### src/rtl/alb_pipe_if.sv
// Operand/result handshake bundle for the alb_pipe arithmetic-logic block.
// The slave modport is the block itself; master is the upstream/downstream side.
interface alb_pipe_if #(
    parameter int WIDTH = 8
) ();
    logic             in_valid;
    logic             in_ready;
    logic [WIDTH-1:0] r_in;
    logic [WIDTH-1:0] s_in;
    logic             ci;
    logic [2:0]       op;
    logic             out_valid;
    logic             out_ready;
    logic [WIDTH-1:0] f_out;
    logic             co;
    logic             vo;
    logic             no;
    logic             zo;

    modport slave (
        input  in_valid, r_in, s_in, ci, op, out_ready,
        output in_ready, out_valid, f_out, co, vo, no, zo
    );

    modport master (
        output in_valid, r_in, s_in, ci, op, out_ready,
        input  in_ready, out_valid, f_out, co, vo, no, zo
    );
endinterface

### src/rtl/alb_pipe.sv
// Two-stage pipelined ALU with valid/ready handshakes and a chained carry flag.
// Optional build macro ALB_SAT_EN: ADD/SUB saturate on signed overflow.
module alb_pipe #(
    parameter int WIDTH = 8
) (
    input  logic       clk,
    input  logic       reset,
    alb_pipe_if.slave  bus
);
    localparam logic [2:0] OP_OR   = 3'b000;
    localparam logic [2:0] OP_ADD  = 3'b001;
    localparam logic [2:0] OP_ANDN = 3'b010;
    localparam logic [2:0] OP_SUB  = 3'b011;
    localparam logic [2:0] OP_AND  = 3'b100;
    localparam logic [2:0] OP_XOR  = 3'b101;
    localparam logic [2:0] OP_ADC  = 3'b110;
    localparam logic [2:0] OP_SBC  = 3'b111;

    // Stage 1: captured operands
    logic             s1_valid_q, s1_valid_d;
    logic [WIDTH-1:0] r_q, r_d;
    logic [WIDTH-1:0] s_q, s_d;
    logic             ci_q, ci_d;
    logic [2:0]       op_q, op_d;

    // Stage 2: registered result and flags
    logic             out_valid_q, out_valid_d;
    logic [WIDTH-1:0] f_q, f_d;
    logic             co_q, co_d;
    logic             vo_q, vo_d;
    logic             no_q, no_d;
    logic             zo_q, zo_d;

    logic             adv;
    logic             in_ready;
    logic             accept;
    logic             move;

    logic [WIDTH-1:0] alu_b;
    logic             alu_cin;
    logic [WIDTH:0]   alu_sum;
    logic [WIDTH-1:0] alu_f;
    logic             alu_c;
    logic             alu_v;

    assign adv      = !out_valid_q || bus.out_ready;
    assign in_ready = !s1_valid_q || adv;
    assign accept   = bus.in_valid && in_ready;
    assign move     = s1_valid_q && adv;

    // SUB/SBC share the low opcode bits 11 (invert S); ADC/SBC take carry from S2.
    always_comb begin
        alu_b   = (op_q[1:0] == 2'b11) ? ~s_q : s_q;
        alu_cin = op_q[2] ? co_q : ci_q;
        alu_sum = {1'b0, r_q} + {1'b0, alu_b} + {{WIDTH{1'b0}}, alu_cin};
        alu_f   = '0;
        alu_c   = 1'b0;
        alu_v   = 1'b0;
        case (op_q)
            OP_OR:   alu_f = r_q | s_q;
            OP_ANDN: alu_f = ~r_q & s_q;
            OP_AND:  alu_f = r_q & s_q;
            OP_XOR:  alu_f = r_q ^ s_q;
            OP_ADD, OP_SUB, OP_ADC, OP_SBC: begin
                alu_f = alu_sum[WIDTH-1:0];
                alu_c = alu_sum[WIDTH];
                alu_v = (r_q[WIDTH-1] == alu_b[WIDTH-1]) &&
                        (alu_sum[WIDTH-1] != r_q[WIDTH-1]);
            end
            default: alu_f = '0;
        endcase
`ifdef ALB_SAT_EN
        // Chained ADC/SBC stay exact so multi-word arithmetic is not corrupted.
        if ((op_q == OP_ADD || op_q == OP_SUB) && alu_v) begin
            alu_f = r_q[WIDTH-1] ? {1'b1, {(WIDTH-1){1'b0}}}
                                 : {1'b0, {(WIDTH-1){1'b1}}};
        end
`endif
    end

    always_comb begin
        s1_valid_d = s1_valid_q;
        r_d        = r_q;
        s_d        = s_q;
        ci_d       = ci_q;
        op_d       = op_q;
        if (accept) begin
            s1_valid_d = 1'b1;
            r_d        = bus.r_in;
            s_d        = bus.s_in;
            ci_d       = bus.ci;
            op_d       = bus.op;
        end else if (move) begin
            s1_valid_d = 1'b0;
        end
    end

    always_comb begin
        out_valid_d = out_valid_q;
        f_d         = f_q;
        co_d        = co_q;
        vo_d        = vo_q;
        no_d        = no_q;
        zo_d        = zo_q;
        if (move) begin
            out_valid_d = 1'b1;
            f_d         = alu_f;
            co_d        = alu_c;
            vo_d        = alu_v;
            no_d        = alu_f[WIDTH-1];
            zo_d        = (alu_f == '0);
        end else if (out_valid_q && bus.out_ready) begin
            out_valid_d = 1'b0;
        end
    end

    always_ff @(posedge clk) begin
        if (reset) begin
            s1_valid_q  <= 1'b0;
            r_q         <= '0;
            s_q         <= '0;
            ci_q        <= 1'b0;
            op_q        <= 3'b000;
            out_valid_q <= 1'b0;
            f_q         <= '0;
            co_q        <= 1'b0;
            vo_q        <= 1'b0;
            no_q        <= 1'b0;
            zo_q        <= 1'b1;
        end else begin
            s1_valid_q  <= s1_valid_d;
            r_q         <= r_d;
            s_q         <= s_d;
            ci_q        <= ci_d;
            op_q        <= op_d;
            out_valid_q <= out_valid_d;
            f_q         <= f_d;
            co_q        <= co_d;
            vo_q        <= vo_d;
            no_q        <= no_d;
            zo_q        <= zo_d;
        end
    end

    assign bus.in_ready  = in_ready;
    assign bus.out_valid = out_valid_q;
    assign bus.f_out     = f_q;
    assign bus.co        = co_q;
    assign bus.vo        = vo_q;
    assign bus.no        = no_q;
    assign bus.zo        = zo_q;
endmodule
### src/flat_wrapper.sv
// flat-port wrapper written by rule: the top's interface ports become plain ports
module alb_pipe_flat 
#(
    parameter int WIDTH = 8
)
  (clk, reset, bus_in_valid, bus_r_in, bus_s_in, bus_ci, bus_op, bus_out_ready, bus_in_ready, bus_out_valid, bus_f_out, bus_co, bus_vo, bus_no, bus_zo);
  alb_pipe_if #(.WIDTH(WIDTH)) bus_i ();
  input  logic clk;
  input  logic reset;
  input wire logic [$bits(bus_i.in_valid)-1:0] bus_in_valid;
  input wire logic [$bits(bus_i.r_in)-1:0] bus_r_in;
  input wire logic [$bits(bus_i.s_in)-1:0] bus_s_in;
  input wire logic [$bits(bus_i.ci)-1:0] bus_ci;
  input wire logic [$bits(bus_i.op)-1:0] bus_op;
  input wire logic [$bits(bus_i.out_ready)-1:0] bus_out_ready;
  output wire logic [$bits(bus_i.in_ready)-1:0] bus_in_ready;
  output wire logic [$bits(bus_i.out_valid)-1:0] bus_out_valid;
  output wire logic [$bits(bus_i.f_out)-1:0] bus_f_out;
  output wire logic [$bits(bus_i.co)-1:0] bus_co;
  output wire logic [$bits(bus_i.vo)-1:0] bus_vo;
  output wire logic [$bits(bus_i.no)-1:0] bus_no;
  output wire logic [$bits(bus_i.zo)-1:0] bus_zo;
  assign bus_i.in_valid = bus_in_valid;
  assign bus_i.r_in = bus_r_in;
  assign bus_i.s_in = bus_s_in;
  assign bus_i.ci = bus_ci;
  assign bus_i.op = bus_op;
  assign bus_i.out_ready = bus_out_ready;
  assign bus_in_ready = bus_i.in_ready;
  assign bus_out_valid = bus_i.out_valid;
  assign bus_f_out = bus_i.f_out;
  assign bus_co = bus_i.co;
  assign bus_vo = bus_i.vo;
  assign bus_no = bus_i.no;
  assign bus_zo = bus_i.zo;
  alb_pipe #(.WIDTH(WIDTH)) u_core (.clk(clk), .reset(reset), .bus(bus_i));
endmodule
### config.mk
export PLATFORM = sky130hd
export DESIGN_NAME = alb_pipe_flat
export DESIGN_NICKNAME = d
export VERILOG_FILES = /design/src/rtl/alb_pipe_if.sv /design/src/rtl/alb_pipe.sv /design/src/flat_wrapper.sv
export SDC_FILE = /design/constraint.sdc
export NUM_CORES = 1
export LEC_CHECK = 0
export CORE_MARGIN = 5
export CORE_UTILIZATION = 35
export DETAILED_ROUTE_END_ITERATION = 10
export GPL_TIMING_DRIVEN = 0
export HOLD_SLACK_MARGIN = 0.08
export SYNTH_ARGS = -nofsm -noshare
export SYNTH_HDL_FRONTEND = slang
export SYNTH_SLANG_ARGS = --single-unit
### constraint.sdc
create_clock -name clk -period 4.5 [get_ports clk]
set_input_delay 1.125 -clock clk [delete_from_list [all_inputs] [get_ports clk]]
set_output_delay 1.125 -clock clk [all_outputs]
set_load 0.02 [all_outputs]
Word-level counts from Yosys, hierarchy flattened. Cells that the tools add are included.

Bits of input ports: 24. Register bits after elaboration: 34.

Bitwise gates (word level): 6. Reduce and logical (&&, ||, !) cells: 13. Multiplexer cells: 9. $add $sub $neg: 2. Equal/unequal tests: 10.

Operator list (number): 8-bit case mux with 5 select lines (1); 8-bit bitwise AND (2); 8-bit NOT (2); 3-bit equality test, second input constant (4); 8-bit by 8-bit adder with 9-bit output (1); 9-bit by 1-bit adder with 9-bit output (1); 8-bit logical NOT (1); 8-bit two-way mux (1); 8-bit bitwise OR (1); 8-bit XOR (1); 1-bit two-way mux (7); 3-bit by 2-bit equality test with 1-bit output, second input constant (2); 1-bit logical AND (4); 2-bit nonzero test (2); 4-bit OR reduction (1); 3-bit by 1-bit equality test with 1-bit output, second input constant (1); 3-bit logical NOT (1); 2-bit equality test, second input constant (1); 1-bit logical NOT (2); 1-bit logical OR (2); 1-bit equality test (1); 1-bit != test (1).

Logic depth before layout (Yosys ltp). Gate-level depths: netlist of run 1.

Depth in word-level cells: 7. Depth in mapped cells: 12. Mapped depth without buffers: 10.

Worst setup path before layout of run 1. No wires, ideal clock.

Kind: register -> register. Start point: register u_core.op_q[1]. End point: register u_core.zo_q (netlist: u_core.bus.zo). Clock period less this slack: 3653 ps. Data arrival time: 3569 ps. Path slack: 847 ps. Stages on the path, launching flop included: 13. Cell sequence: dfxtp_1 -> buf_4 -> buf_2 -> nand2_1 -> xnor2_1 -> fa_1 -> fa_1 -> xor2_1 -> o31ai_1 -> o32ai_1 -> a2111o_1 -> or4b_1 -> o31ai_2.

Longest elaborated chain between the ends: 6.

RTL lines: start, declared (line alb_pipe.sv:24) `logic [2:0] op_q, op_d;`; start signal, assigned (line alb_pipe.sv:135) `op_q <= op_d;`; 2-bit equality test (line alb_pipe.sv:53) `alu_b = (op_q[1:0] == 2'b11) ? ~s_q : s_q;`; 8-bit two-way mux (line alb_pipe.sv:53); 8-bit by 8-bit adder with 9-bit output (line alb_pipe.sv:55) `alu_sum = {1'b0, r_q} + {1'b0, alu_b} + {{WIDTH{1'b0}}, alu_cin};`; 9-bit by 1-bit adder with 9-bit output (line alb_pipe.sv:55); 8-bit case mux with 5 select lines (*) (line alb_pipe.sv:59) `case (op_q)`; 8-bit logical NOT (*) (line alb_pipe.sv:111) `zo_d = (alu_f == '0);`; end signal, assigned (line alb_pipe.sv:141) `zo_q <= zo_d;`; end, declared (line alb_pipe.sv:32) `logic zo_q, zo_d;`.

Every way passes the cells marked *; elsewhere a longest branch is shown, timed or not. A chain may end at the register's enable or synchronous reset.

Final worst setup path of run 1. Same ends and word-level chain as after synthesis.

==> metrics, run 1 <==
status complete, no violations; clk buf depth 2; Cell Area, Synth approximately 2200 µm²; DIE HEIGHT 89.57 µm; crit end category register; Slew Limit Headroom between 40% and 50%; hold path startpoint u_core.bus.vo; Worst Skew between 0.005 and 0.006 ns; CTS clk-pin slew, worst paths 0.07 ns; num rows 29; Worst EP required around 4.7 ns; Met2 Wirelength roughly 2700 µm; via count approximately 2.1k; Static Leak ~1.1 nW; CTS root buffer clkbuf_8; switching share of total power a little under a third; routability cong. approximately 0.82; crit path launch type register; global-route wire length before repair 9556 µm; Fin. Hold Viols 0; Power, Total roughly 0.74 mW; clock latency on the worst-skew pair 0.28 ns; post-route worst setup slack roughly 0.27 ns; post-synthesis cell type count slightly above 50; MaxCap Viol Count 0; critical path arrival approximately 4.4 ns; FF-to-FF End u_core.bus.zo; dpl ws slightly above 0.3 ns; internal cell power approximately 0.50 mW; asr flop ratio synth 0%; Worst Hold Class register to register; syn_nets about 330; Worst Path Max Fanout 10; Yosys warnings 0; post-cts sizing count 0; Layout area overhead 24.51%; r2r worst-path depth 12; CTS tree yes; CTS sink count 33; Initial Util about 36%; post-synth top area cell dfxtp_1; post-synthesis sequential area ratio 29.81%; initial DRC count around 140; CTS Buf Count 5; most frequent cell after synthesis nand2_1; R2R Setup Slk ~0.27 ns; Port-buffer cells 36; actual slew at the worst max-slew pin just under 0.8 ns; grt total ovfl 0; vias per cell 5.131; Max Slew Vio Count 0; antenna-violating nets left 0; Die W ~90 µm; Avg WL per Cell between 10 and 15 µm; Comb pwr share 26.1%; Cells after Synth 290; GRT Overall Usage about 15%; DRC viols 0; Post-CTS Hold Buffers 0; commonest cells in the netlist nand2_1 (66), a21oi_1 (38), dfxtp_1 (33); synth top area cells dfxtp_1 (30%), nand2_1 (11%), a21oi_1 (8.6%); Synth Register Bits 33; achievable frequency 236.5 MHz; met3 wire len 272 µm; Net Switching around 0.24 mW; Final min period 4.229 ns; clock power share approximately 30%; Post-CTS Setup Bufs 0; Hold Path Depth 2; Final setup viols 0; average instance area after synthesis between 7 and 8 µm²; WS Path Type register to register; Yosys top cell area share between 20% and 30%; number of synthesized flops with an enable pin 0; CTS H-tree lvls 2; initial antenna violation count 0; ant diodes 0; Max IR drop VDD between 150 and 200 µV; layout cell share with drive strength beyond 1 approximately 6.3%; largest net degree at the start of global routing 12; DP HPWL between 4000 and 5000 µm; Final nets approximately 370; first-pass iteration count of the detailed router 4; Fin Setup TNS 0 ns; Worst Hold Path EP u_core.bus.vo; part of the power in registers between 40% and 50%; reg-to-reg startpoint u_core.op_q[1]; vias in the first global route approximately 2k; RSZ-0062 raised after global routing no; max layer used met4; Main synth FF type dfxtp_1; die area approximately 8000 µm²; IO Pins 38; PwrDens around 270 nW/µm²; total wire length a little under 6000 µm; period utilization a little over nine tenths; Core ar. 6241 µm²; DRT met1 WL between 2000 and 3000 µm
power by group through the flow:
| stage | Combinational (mW) | Sequential [mW] | Clock, mW |
|---|---|---|---|
| 6_report | 0.193 | 0.324 | 0.221 |
| 5_1_grt | 0.216 | 0.327 | 0.244 |
| 4_1_cts | 0.193 | 0.325 | 0.228 |
| 3_5_place_dp | 0.192 | 0.331 | 0 |
| 3_3_place_gp | 0.191 | 0.331 | 0 |
| 2_1_floorplan | 0.121 | 0.334 | 0 |
per-stage QoR:
stage | hold WS (ns) | instances | cell area [µm²] | utilization [%]
finish | 0.4569 | 411 | 2759 | 44.21
floorplan | 0.4338 | 290 | 2216 | -
global route | 0.4983 | 411 | 2759 | 44.21
global placement | 0.4447 | 403 | 2673 | 42.82
detailed placement | 0.4486 | 403 | 2673 | 42.82
CTS | 0.4580 | 411 | 2759 | 44.21
logic make-up (layout without fill, tap and decap cells):
kind of cell	Yosys count	count (layout)	synth area share, %
adders and majority gates	17	17	10.28
DFF	33	33	29.81
and+or+nand+nor	111	111	23.72
buffers and inverters	35	79	7.397
AOI/OAI and AO/OA	80	80	22.98
xor gates and xnor gates	10	10	3.953
muxes	4	4	1.863
how the worst max path moves through the flow:
stage | startpoint | to | slack [ns] | cells past startpoint
after global placement | u_core.op_q[1] | u_core.bus.zo | 0.30 | 12
final | u_core.op_q[1] | u_core.bus.zo | 0.27 | 12
after floorplan | u_core.op_q[1] | u_core.bus.zo | 0.85 | 12
after global routing | u_core.op_q[1] | u_core.bus.zo | 0.06 | 12
after detailed placement | u_core.op_q[1] | u_core.bus.zo | 0.31 | 12
after CTS | u_core.op_q[1] | u_core.bus.zo | 0.28 | 12
registers in the layout (all words and copies together), names as in the netlist:
register / count
u_core.ci_q: 1
u_core.s_q: 8
u_core.op_q: 3
u_core.bus.vo: 1
u_core.s1_valid_q: 1
u_core.r_q: 8
u_core.bus.f_out: 8
u_core.bus.co: 1
u_core.bus.out_valid: 1
u_core.bus.zo: 1
routing by layer:
metal / up-vias / global-route usage (%)
met2: 43 / 25.86
li1: 1094 / -
met3: 7 / 2.372
met4: 0 / 4.060
met5: - / 0
met1: 965 / 20.74
worst max-delay path, stage by stage, from the launching register on:
cell	delay, ns
dfxtp_1	0.44
buf_4	0.23
buf_2	0.24
nand2_1	0.35
xnor2_1	0.25
fa_1	0.49
fa_1	0.43
xor2_1	0.21
a221oi_2	0.22
o32ai_1	0.16
a2111o_1	0.39
or4b_1	0.52
o31ai_2	0.21
cell usage in the layout, fill, tap and decap left out, drive strengths merged, types with 3 or more instances in the layout:
cell type and instances:
a21o 3, a21oi 38, a22oi 3, a31oi 4, and3 3, buf 7, clkbuf 14, clkdlybuf4s50 36
dfxtp 33, ha 15, inv 19, mux2i 3, nand2 66, nand2b 3, nand3 3, nor2 9
nor2b 5, nor3 4, nor4 6, o21a 3, o21ai 9, o31ai 4, xnor2 8
area by class of cell:
type,instances,area [µm²]
fillers,687,3482
flip-flops and latches,33,660.6
multi-input cells,222,1391
clock buffers,5,68.82
repair buffers,36,360.3
inverters,19,71.32
well taps,77,96.34
plain buffers,16,92.59
clock inverters,3,17.52
(Power assumes the default switching activity.)
==> inputs of run 2 (changes only) <==
Settings changed: MAX_ROUTING_LAYER set to met4, RECOVER_POWER set to 25.
==> run 2 against run 1 <==
Clock power barely moved. Non-clock buffer count unchanged. Total power is 0.42% lower. Critical endpoint unchanged. Via count is 0.14% lower. Global-route usage increased by 0.46 points. Hold slack lost 0.0035 ns. Clock skew is essentially flat. Largest cell class unchanged.
==> metrics, run 2 (synthesized netlist as in run 1, its figures left out) <==
clock latency on the worst-skew pair between 0.2 and 0.3 ns; largest net degree at the start of global routing 12; die area 8023 µm²; WS Path Type register to register; routability cong. around 0.83; Hold Path Depth 2; WP buf/inv 2; CP Cell Sequence buf_4 -> buf_2 -> nand2_1 -> xnor2_1 -> fa_1 -> fa_1 -> xor2_1 -> a221oi_2 -> o32ai_1 -> a2111o_1 -> or4b_1 -> o31ai_2; Port-buffer cells 36; total wire length 5765 µm; post-route worst setup slack around 0.26 ns; Post-CTS Hold Buffers 0; Most common cell on crit path fa_1; Post-CTS Setup Bufs 0; initial antenna violation count 0; crit end category register; Worst Hold Path EP u_core.bus.vo; antenna-violating nets left 0; Fin Setup TNS 0 ns; Final setup viols 0; FF-to-FF End u_core.bus.zo; slowest library cell on the worst path or4b_1; Worst Hold Class register to register; reg-to-reg startpoint u_core.op_q[1]; DP HPWL between 4000 and 5000 µm; GRT Overall Usage ~16%; Fin. Hold Viols 0; ant diodes 0; grt total ovfl 0; Worst EP required ~4.7 ns; R2R Setup Slk between 0.2 and 0.3 ns; r2r worst-path depth 12; Initial Util between 30% and 40%; CTS tree yes; first-pass iteration count of the detailed router 4; CTS root buffer clkbuf_8; CTS clk-pin slew, worst paths about 0.070 ns; DRC viols 0; delay-heaviest family, CP compound AO/OA/AOI/OAI gates; CTS sink count 33; most common cell after layout, fill and taps aside nand2_1; Final nets between 300 and 400; Avg WL per Cell between 10 and 15 µm; PwrDens 266.6 nW/µm²; Die W roughly 90 µm; CTS H-tree lvls 2; Max IR drop VDD roughly 190 µV; worst hold slack 0.4534 ns; num rows 29; dpl ws 0.3111 ns; actual slew at the worst max-slew pin slightly below 0.8 ns; initial DRC count 140; status complete, no violations; most frequent cells in the layout nand2_1 (66), a21oi_1 (38), dfxtp_1 (33); post-cts sizing count 0; RSZ-0062 raised after global routing no; hold path startpoint u_core.bus.vo; CTS Buf Count 5; Worst Skew approximately 0.0054 ns; Layout area overhead 24.51%; Static Leak ~1.1 nW; critical path arrival 4.43 ns; Worst Path Max Fanout 10; IO Pins 38; Final min period around 4.2 ns; max incr delay on CP ~0.52 ns; achievable frequency between 200 and 250 MHz; Slew Limit Headroom a little under half; period utilization 94.13%; vias in the first global route roughly 2.0k; layout cell share with drive strength beyond 1 around 6.3%; clk buf depth 2; crit path launch type register; global-route wire length before repair 9549 µm; DIE HEIGHT approximately 90 µm; Core ar. ~6200 µm²; MaxCap Viol Count 0; Filler cells slightly below 700; vias per cell around 5.1; via count about 2.1k; Max Slew Vio Count 0
-- run 2: cell types whose count changed in the layout (fill, tap and decap cells not counted), sizes merged --
cell           delta
dlygate4sd3       +9
clkdlybuf4s50     -9
-- run 2: layout make-up --
type	count	area [µm²]	area share (%)
Timing Repair Buffer	36	360.3	13.06
Inverter	19	71.32	2.585
Clock inverter	3	17.52	0.6349
Tap cell	77	96.34	3.492
Sequential cell	33	660.6	23.95
Clock buffer	5	68.82	2.494
Buffer	16	92.59	3.356
Multi-Input combinational cell	222	1391	50.43
-- run 2: metal layers --
layer	wire length, µm	vias up	global-route usage, %	share of wire [%]
met5	0	-	-	0
met4	68	0	4.060	1.2
met3	281	5	2.464	4.9
met2	2695	45	25.86	47
met1	2720	962	20.69	47
li1	-	1094	-	-
-- run 2: worst min-delay path, stage by stage (launching register included) --
cell and delay, ns:
dfxtp_1 0.31, nand2_1 0.05, a21oi_1 0.05
-- run 2: through the flow --
stage	cells	util [%]	cell area, µm²	power, mW
after floorplan	290	-	2216	0.4549
after global placement	403	42.82	2673	0.5216
after detailed placement	403	42.82	2673	0.5233
after global routing	411	44.21	2759	0.7848
after CTS	411	44.21	2759	0.7459
final	411	44.21	2759	0.7355
-- run 2: how the worst max path moves through the flow --
stage / start / endpoint / slack [ns] / depth (start not counted)
6_report: u_core.op_q[1] / u_core.bus.zo / 0.26 / 12
5_1_grt: u_core.op_q[1] / u_core.bus.zo / 0.06 / 12
4_1_cts: u_core.op_q[1] / u_core.bus.zo / 0.28 / 12
3_5_place_dp: u_core.op_q[1] / u_core.bus.zo / 0.31 / 12
3_3_place_gp: u_core.op_q[1] / u_core.bus.zo / 0.30 / 12
2_1_floorplan: u_core.op_q[1] / u_core.bus.zo / 0.85 / 12
-- run 2: power by group --
| part | switching [mW] | total, mW | internal [mW] |
|---|---|---|---|
| Combinational | 0.104 | 0.191 | 0.0867 |
| Clock | 0.114 | 0.221 | 0.107 |
| Sequential | 0.0157 | 0.324 | 0.308 |
| Total | 0.234 | 0.736 | 0.502 |
